--- src/rtl/rr_prio_encoder.sv ---
// Priority encoder with fixed (lowest-index-first) and round-robin modes.
// The request vector is accepted through a valid/ready handshake. The selection
// is combinational from (in, mode, ptr). The result is held in a one-entry
// output register until the consumer takes it.
module rr_prio_encoder #(
    parameter int WIDTH = 8,
    parameter int POSW  = $clog2(WIDTH)
) (
    input  logic             clk,
    input  logic             resetn,
    input  logic             in_valid,
    output logic             in_ready,
    input  logic [WIDTH-1:0] in,
    input  logic             mode,
    output logic             out_valid,
    input  logic             out_ready,
    output logic [POSW-1:0]  pos,
    output logic             none
);

    typedef enum logic {
        S_EMPTY = 1'b0,
        S_FULL  = 1'b1
    } state_t;

    state_t            r_state;
    state_t            w_state_next;
    logic [POSW-1:0]   r_ptr;
    logic [POSW-1:0]   r_pos;
    logic              r_none;

    logic              w_accept;
    logic              w_out_hs;
    logic [POSW-1:0]   w_base;
    logic [WIDTH-1:0]  w_rot;
    logic [POSW-1:0]   w_idx [WIDTH];
    logic [POSW-1:0]   w_off;
    logic [POSW-1:0]   w_sel;
    logic              w_none;

    // The register can take a new vector when it is empty or is being drained this cycle.
    assign in_ready  = (r_state == S_EMPTY) || out_ready;
    assign w_accept  = in_valid && in_ready;
    assign w_out_hs  = (r_state == S_FULL) && out_ready;
    assign out_valid = (r_state == S_FULL);
    assign pos       = r_pos;
    assign none      = r_none;

    // Fixed mode is a round-robin scan that always starts at index 0.
    assign w_base = mode ? r_ptr : '0;
    assign w_none = (in == '0);

    // Rotate the request vector so that bit w_base lands at position 0.
    // POSW-bit addition wraps modulo WIDTH because WIDTH is a power of two.
    generate
        for (genvar gi = 0; gi < WIDTH; gi++) begin : g_rot
            localparam logic [POSW-1:0] K = POSW'(gi);
            assign w_idx[gi] = w_base + K;
            assign w_rot[gi] = in[w_idx[gi]];
        end
    endgenerate

    // Lowest set bit of the rotated vector; scanning downward lets the smallest offset win.
    always_comb begin
        w_off = '0;
        for (int k = WIDTH - 1; k >= 0; k--) begin
            if (w_rot[k]) begin
                w_off = POSW'(k);
            end
        end
    end

    // Undo the rotation to get the absolute index.
    assign w_sel = w_base + w_off;

    // Output FSM next state: fill on acceptance, drain on handshake without a refill.
    always_comb begin
        w_state_next = r_state;
        case (r_state)
            S_EMPTY: begin
                if (w_accept) begin
                    w_state_next = S_FULL;
                end
            end
            S_FULL: begin
                if (w_out_hs && !w_accept) begin
                    w_state_next = S_EMPTY;
                end
            end
            default: begin
                w_state_next = S_EMPTY;
            end
        endcase
    end

    // Output FSM state register.
    always_ff @(posedge clk or negedge resetn) begin
        if (!resetn) begin
            r_state <= S_EMPTY;
        end else begin
            r_state <= w_state_next;
        end
    end

    // Result register: loaded only on acceptance, so it holds steady while stalled.
    always_ff @(posedge clk or negedge resetn) begin
        if (!resetn) begin
            r_pos  <= '0;
            r_none <= 1'b0;
        end else if (w_accept) begin
            r_pos  <= w_none ? '0 : w_sel;
            r_none <= w_none;
        end
    end

    // Round-robin pointer: moves just past the winner, only for nonzero round-robin requests.
    always_ff @(posedge clk or negedge resetn) begin
        if (!resetn) begin
            r_ptr <= '0;
        end else if (w_accept && mode && !w_none) begin
            r_ptr <= w_sel + POSW'(1);
        end
    end

endmodule

--- config.mk ---
export PLATFORM = sky130hd
export DESIGN_NAME = rr_prio_encoder
export DESIGN_NICKNAME = d
export VERILOG_FILES = /design/src/rtl/rr_prio_encoder.sv
export SDC_FILE = /design/constraint.sdc
export NUM_CORES = 1
export LEC_CHECK = 0
export CAP_MARGIN = 20
export CORE_MARGIN = 8
export CORE_UTILIZATION = 25
export CTS_CLUSTER_DIAMETER = 60
export DETAILED_ROUTE_END_ITERATION = 6
export GPL_ROUTABILITY_DRIVEN = 1
export HOLD_SLACK_MARGIN = 0.02
export SYNTH_ARGS = -nofsm -noshare
export SYNTH_HDL_FRONTEND = slang
export SYNTH_SLANG_ARGS = --single-unit
--- constraint.sdc ---
create_clock -name clk -period 3.5 [get_ports clk]
set_input_delay 0.525 -clock clk [delete_from_list [all_inputs] [get_ports clk]]
set_output_delay 0.525 -clock clk [all_outputs]
set_load 0.05 [all_outputs]
# Word-level counts from Yosys, hierarchy flattened
# Cells that the tools add are included.
[word_totals]
ff_bits = 8
word_cells = 60
output_inout_bits = 6
[classes]
n_addsub = 9
n_reduce_logical = 9
bitwise_logic = 1
n_mux = 29
magnitude_cmp = 8
[ops]
columns = ["operator", "count"]
rows = [
  ["3-bit by 4-bit < comparator with 1-bit output, second input constant", 8],
  ["3-bit two-way mux", 10],
  ["1-bit binary-select mux with 3-bit select", 8],
  ["3-bit adder, second input constant", 4],
  ["1-bit two-way mux", 10],
  ["8-bit logical NOT", 1],
  ["3-bit by 1-bit adder with 3-bit output, second input constant", 2],
  ["3-bit by 2-bit adder with 3-bit output, second input constant", 2],
  ["1-bit logical AND", 5],
  ["3-bit adder", 1],
  ["1-bit logical NOT", 2],
  ["1-bit one-hot mux with 2 select lines", 1],
  ["1-bit logical OR", 1],
  ["1-bit NOT", 1],
]

# Longest topological paths before layout
# Gate-level depths: netlist of the first run.
[depth]
ltp_word = 14
mapped_depth = 18
depth_no_buf = 15

# Worst setup path before layout of the first run
# No wires, ideal clock.
[synth_timing]
path_type = "input -> register"
start = "in mode"
end = "reg r_ptr[2]"
slack_ns = -0.508
stages = 18
arrival_ns = 3.884
t_required_ns = 3.376
cell_sequence = "buf_6 > nand2_8 > buf_12 > buf_6 > ha_1 > xor2_1 > mux4_2 > o21ai_1 > a21oi_1 > nor2_1 > o2111ai_1 > fa_1 > inv_1 > ha_1 > or3_1 > a22oi_1 > nor2_1 > xnor2_1"
[synth_between]
elab_chain_cells = 14
word_cells_on_any_way = 36
cone_classes = "9 x add/sub; 25 x mux; 2 x reduce/logical"
[synth_rtl]
columns = ["element", "line_no", "source"]
rows = [
  ["start: declaration", "14", "input logic mode,"],
  ["3-bit two-way mux", "50", "assign w_base = mode ? r_ptr : '0;"],
  ["3-bit adder", "58", "assign w_idx[gi] = w_base + K;"],
  ["1-bit binary-select mux with 3-bit select", "59", "assign w_rot[gi] = in[w_idx[gi]];"],
  ["1-bit two-way mux (not written as such)", "59", ""],
  ["3-bit two-way mux (8 in a row)", "67", "if (w_rot[k]) begin"],
  ["3-bit adder", "74", "assign w_sel = w_base + w_off;"],
  ["3-bit by 1-bit adder with 3-bit output", "121", "r_ptr <= w_sel + POSW'(1);"],
  ["end signal: assignment", "121", ""],
  ["end: declaration", "28", "logic [POSW-1:0] r_ptr;"],
]
# Several ways; a longest one is shown, not always the timed one. The select of a mux whose other input is x is not followed.
# A chain may end at the register's enable or synchronous reset.

# Worst setup path after layout of the first run
[layout_timing]
start = "reg r_ptr[0]"
end = "reg r_ptr[2]"
[layout_between]
elab_chain_cells = 14
word_cells_on_any_way = 34
cone_classes = "9 x add/sub; 25 x mux"
[layout_rtl]
columns = ["element", "line_no"]
rows = [
  ["3-bit two-way mux *", "50"],
  ["3-bit adder", "58"],
  ["1-bit binary-select mux with 3-bit select", "59"],
  ["1-bit two-way mux (not written as such)", "59"],
  ["3-bit two-way mux (8 in a row)", "67"],
  ["3-bit adder *", "74"],
  ["3-bit by 1-bit adder with 3-bit output *", "121"],
]
# Every way passes the cells marked *; elsewhere a longest branch is shown, timed or not. The select of a mux whose other input is x is not followed.

==> impl_results.md, run 1 <==
* Root Driver: clkbuf_8
* Drt total wl at roughly 3600 µm
* DRC Markers at 0
* Die Span X at ~84 µm
* RSZ-0062 raised after global routing: yes
* Total area of sequential cells at just over 200 µm²
* Status: finished, violations left
* Clk_lat worst skew at 230 ps
* Synth Instances at about 110
* Hold crit path type: reg2reg
* Routed WL per cell at roughly 16 µm
* Gr usage total at 0.0991
* Layout cells sized above 1 at 0.489
* Port Buf Inserts at 18
* Largest net degree at the start of global routing at 10
* Hold path depth at 1
* Crit Path Max Fanout at 5
* Crit Path Category: reg2reg
* Die Y-Extent at around 84 µm
* Switching Share at 0.424
* Htree depth at 1
* DR pass1 iterations at 4
* Vias at roughly 1200
* Clk pwr share at 0.079
* Leakage at 0.855 nW
* Cell Area, Synth at 0.00116 mm²
* Slew Viols, Final at 0
* Io pins at 19
* Bufs on Longest Clock Path at 2
* # fillers at 432
* Async set-reset flop share out of synthesis at 1.00
* Site row count at 24
* Starting DRT DRC Count at 48
* Syn_nets at approximately 130
* Hpwl dp at roughly 3000 µm
* Number of global-route vias before repair at around 1300
* Crit. End Element: flip-flop
* CTS Hold Bufs at 0
* Leading area contributor after synthesis: mux4_2
* Diodes inserted at 0
* Slew headroom at 0.666
* First-pass GRT wire length at 5930 µm
* Starting Density at 0.263
* Seq pwr share at 0.114
* R2R Setup Slk at -30 ps
* Die Area at 0.00708 mm²
* Final WS setup at -26.5 ps
* Worst-path clk slew at 40 ps
* MaxCap Viol Count at 0
* Req. time, crit path at between 3000 and 4000 ps
* DRT antenna net count at 0
* Startpoint types: flip-flop
* Internal at 0.812 mW
* Synth top cells by count: nand2_1, mux4_2, mux2i_1
* P per Cell Area at roughly 750 mW/mm²
* Power share of the combinational group at 0.806
* Total gr overflow at 0
* Antenna violations before repair at 0
* TritonCTS buffer count at 3
* Synth-to-Final Area Change at 61.6%
* Worst hold slack at roughly 500 ps
* Placed cell area at approximately 0.0017 mm²
* Register bit total from synthesis at 8
* Syn avg cell area at about 10 µm²
* Fin nets at between 150 and 200
* Worst Path Arrival at between 3000 and 4000 ps
* Share of Yosys cell area claimed by the top area cell type at 0.194
* Fmax at around 280 MHz
* RePlAce Congestion at a little over 0.9
* Core region area at about 0.0044 mm²
* Final Cycle Share at 1.01
* Via density at between 5 and 6
* Reg2reg path depth at 14
* CTS sink count at 8
* Ranking of synthesized cells by area: mux4_2, dfrtp_1, mux2i_1
* Setup Viol. Count Final at 1
* Top-count cell post-synth: nand2_1
* Switching power at 0.599 mW
* Post-synth EDFFs at 0
* Final min period at approximately 3500 ps
* Multi-input gate area at ~0.001 mm²
* Design area at around 0.0019 mm²
* CTS tree: yes
* Synth Flop Type: dfrtp_1
* Final setup skew at about 4.5 ps
* Peak supply drop at around 0.00021 V
* Worst Max-Slew Pin Slew at ~490 ps
* Final hold vios at 0
* Yosys synthesis warning count at 0
* Library cells used by synthesis at 42
* Violated checks: setup timing
* Post-synthesis sequential area ratio at 0.172
## placed cells by master, fill, tap and decap left out, drive strengths merged, types with 2 or more instances in the layout
master	synthesis	final
a21o	2	2
a21oi	4	4
and2	2	2
buf	4	50
clkbuf	1	3
clkdlybuf4s50	0	9
dfrtp	8	8
dlygate4sd2	0	7
ha	2	2
inv	3	3
mux2	8	8
mux2i	9	9
mux4	10	10
nand2	17	17
nand2b	2	2
nand3	4	4
nand4b	2	2
nor2	5	5
nor2b	2	2
nor3	2	2
nor4	3	3
o21ai	3	3
or3	4	4
xor2	3	3
## cells by family (layout without fill, tap and decap cells)
kind of cell | count (synthesis) | after routing | synth area share
fa+ha+maj | 3 | 3 | 0.0388
mux | 27 | 27 | 0.356
flops | 8 | 8 | 0.172
buf+inv | 8 | 73 | 0.0593
xor+xnor | 5 | 5 | 0.0496
simple gates | 43 | 43 | 0.209
compound gates | 19 | 19 | 0.115
## layout make-up
cell class | instances | area share
multi-input cells | 97 | 0.535
repair buffers | 67 | 0.295
flip-flops and latches | 8 | 0.107
well taps | 52 | 0.0347
clock buffers | 3 | 0.0220
inverters | 3 | 0.00600
## power by group through the flow
| stage | Clock, mW | Sequential, mW | Combinational (mW) |
|---|---|---|---|
| final | 0.112 | 0.161 | 1.14 |
| after global routing | 0.120 | 0.166 | 1.22 |
| after CTS | 0.115 | 0.161 | 1.08 |
| after detailed placement | 0 | 0.156 | 0.996 |
| after global placement | 0 | 0.157 | 0.966 |
| after floorplan | 0 | 0.204 | 0.608 |
## metal layers
layer	wire length, µm	GRT usage
met1	1510	0.104
met2	1990	0.193
met3	107	0.0145
met4	25	0.0345
met5	0	0
## worst paths after layout
path | start | end
max | r_ptr[0] | r_ptr[2]
min | pos[2] | pos[2]
max reg2reg | r_ptr[0] | r_ptr[2]
min reg2reg | pos[2] | pos[2]
max in group asynchronous | resetn | r_ptr[0]
min in group asynchronous | resetn | none
## state kept, by name, summed over array words and instances, names as in the netlist
name and flops:
pos 3, r_ptr 3, none 1, out_valid 1
## through the flow
step,total power [mW],utilization,TNS (ps),worst slack [ps],instances
after floorplan,0.811,-,-346,-346,113
after global placement,1.12,0.388,-1150,-629,221
after detailed placement,1.15,0.388,-1450,-776,221
after CTS,1.36,0.414,-103,-103,230
after global routing,1.50,0.425,-149,-149,230
final,1.41,0.425,-26.5,-26.5,230
## worst max-delay path: stages, from the launching register on
cell,delay (ps)
dfrtp_2,420
nand2_8,80
ha_4,180
xor2_4,180
mux4_2,560
nand2b_1,110
nand3_2,80
a211o_1,330
fa_1,580
inv_2,50
ha_4,160
or3_4,330
a22oi_2,170
nor2_2,50
xnor2_1,120
## what timing repair did
item / CTS / global route
gates resized for setup: 23 / 10
endpoints found under the hold margin: 0 / 0
setup buffers: 6 / 1
pin swaps: 12 / 11
setup endpoints to repair: 2 / 1
No activity file was read; power rests on OpenSTA's default activity.
==> run 2: changes to the inputs <==
--- a/config.mk
+++ b/config.mk
@@ -8,9 +8,11 @@
 export CAP_MARGIN = 20
 export CORE_MARGIN = 8
 export CORE_UTILIZATION = 25
+export CTS_BUF_LIST = sky130_fd_sc_hd__clkbuf_4
 export CTS_CLUSTER_DIAMETER = 60
 export DETAILED_ROUTE_END_ITERATION = 6
 export GPL_ROUTABILITY_DRIVEN = 1
+export GPL_TIMING_DRIVEN = 1
 export HOLD_SLACK_MARGIN = 0.02
 export SYNTH_ARGS = -nofsm -noshare
 export SYNTH_HDL_FRONTEND = slang
==> impl_results.md, run 2 (synthesis results as in run 1) <==
* Bufs on Longest Clock Path at 2
* # fillers at about 430
* Switching Share at 0.431
* Multi-input gate area at 0.00100 mm²
* Core region area at between 0.004 and 0.005 mm²
* Die Area at 0.00708 mm²
* TritonCTS buffer count at 3
* Peak supply drop at 0.000205 V
* Pwr Total at about 1.4 mW
* Final setup skew at 12.4 ps
* Final hold vios at 0
* CTS tree: yes
* Number of global-route vias before repair at between 1000 and 1500
* Vias at about 1200
* Antenna violations before repair at 0
* Total gr overflow at 0
* Slew headroom at 0.662
* P per Cell Area at approximately 730 mW/mm²
* Crit. End Element: flip-flop
* RSZ-0062 raised after global routing: yes
* Status: finished, violations left
* Violated checks: setup timing
* Setup Viol. Count Final at 1
* Fmax at ~280 MHz
* Commonest cells after routing, fill and taps aside: buf_4, nand2_1, mux4_2, clkdlybuf4s50_1, mux2i_1
* MaxCap Viol Count at 0
* Startpoint types: flip-flop
* Seq pwr share at 0.118
* Site row count at 24
* Gr usage total at 0.0995
* Most common cell after layout, fill and taps aside: buf_4
* Final std cells w/o fill at approximately 230
* Starting Density at 0.263
* Hold crit path type: reg2reg
* Io pins at 19
* Hpwl dp at about 2900 µm
* Largest net degree at the start of global routing at 10
* Power share of the combinational group at 0.828
* Root Driver: clkbuf_4
* Placed cell area at between 0.0015 and 0.002 mm²
* RePlAce Congestion at between 0.9 and 1
* Switching power at around 0.59 mW
* Htree depth at 1
* Design area at between 0.0015 and 0.002 mm²
* Leakage at about 0.85 nW
* First-pass GRT wire length at approximately 5900 µm
* Final core occ at 0.424
* Synth-to-Final Area Change at 61.1%
* Die Span X at 84.2 µm
* Starting DRT DRC Count at 47
* Placed cells at about 220
* Slew Viols, Final at 0
* Final Cycle Share at 1.01
* Total area of sequential cells at just over 200 µm²
* Internal at roughly 0.78 mW
* Routed WL per cell at roughly 15 µm
* Worst hold slack at approximately 500 ps
* Worst Max-Slew Pin Slew at 506 ps
* Port Buf Inserts at 18
* Final min period at between 3000 and 4000 ps
* Crit Path Category: reg2reg
* Die Y-Extent at 84.2 µm
* Layout cells sized above 1 at 0.492
* Crit Path Max Fanout at 5
* Via density at 5.10
* Diodes inserted at 0
* DR pass1 iterations at 4
* Final WS setup at -32.9 ps
* Worst-path clk slew at roughly 50 ps
* Fin nets at ~200
* Worst Path Arrival at 3680 ps
* DRC Markers at 0
* Req. time, crit path at 3640 ps
* Dpl ws at -776 ps
* DRT antenna net count at 0
* Drt total wl at approximately 3500 µm
* Final setup TNS at -32.9 ps
* Clk pwr share at 0.055
* Clk_lat worst skew at 270 ps
* CTS sink count at 8
==> run 2: cell types whose count changed in the layout (fill, tap and decap cells not counted), sizes merged <==
cell           delta
dlygate4sd2       -1
clkdlybuf4s50     +1
buf               +1
==> run 2: power groups by stage <==
stage          Sequential [mW]  Clock, mW  Combinational (mW)
5_1_grt                  0.166     0.0798                1.22
3_5_place_dp             0.156          0               0.996
2_1_floorplan            0.204          0               0.608
3_3_place_gp             0.157          0               0.966
6_report                 0.161     0.0749                1.13
4_1_cts                  0.160     0.0772                1.08
==> run 2: path summary, 6_finish.rpt <==
check | start | endpoint | slack, ps | cells after the start
worst max-delay path | r_ptr[0] | r_ptr[2] | -30 | 14
worst min-delay path | pos[2] | pos[2] | 500 | 1
worst max register to register | r_ptr[0] | r_ptr[2] | -30 | 14
worst min register to register | pos[2] | pos[2] | 500 | 1
max in group asynchronous | resetn | r_ptr[0] | 2660 | 1
min in group asynchronous | resetn | none | 530 | 1
==> run 2: worst max-delay path: stages, from the launching register on <==
cell	delay (ps)
dfrtp_2	450
nand2_8	110
ha_4	160
xor2_4	160
mux4_2	560
nand2b_1	110
nand3_2	80
a211o_1	330
fa_1	580
inv_2	50
ha_4	160
or3_4	330
a22oi_2	170
nor2_2	50
xnor2_1	120
==> run 2: area by class of cell <==
| class | instances | area share |
|---|---|---|
| clock buffers | 3 | 0.0120 |
| inverters | 3 | 0.00602 |
| multi-input cells | 97 | 0.536 |
| flip-flops and latches | 8 | 0.108 |
| well taps | 52 | 0.0348 |
| repair buffers | 68 | 0.303 |
==> run 2: layer usage <==
metal	vias to the layer above	track usage	routed length (µm)
li1	572	-	-
met1	567	0.105	1410
met2	31	0.189	1950
met3	7	0.0116	126
met4	0	0.0487	65
met5	-	0	0
==> run 2: timing repair <==
item	CTS	global route
hold buffers	0	0
pin swaps	13	11
gates resized for setup	22	10
endpoints found under the setup margin	2	1
buffers inserted	6	1
==> run 3: changes to the inputs <==
--- a/config.mk
+++ b/config.mk
@@ -17,3 +17,4 @@
 export SYNTH_ARGS = -nofsm -noshare
 export SYNTH_HDL_FRONTEND = slang
 export SYNTH_SLANG_ARGS = --single-unit
+export TNS_END_PERCENT = 30
==> results of run 3 <==
Final layout, timing and power as in run 2 (identical DEF).
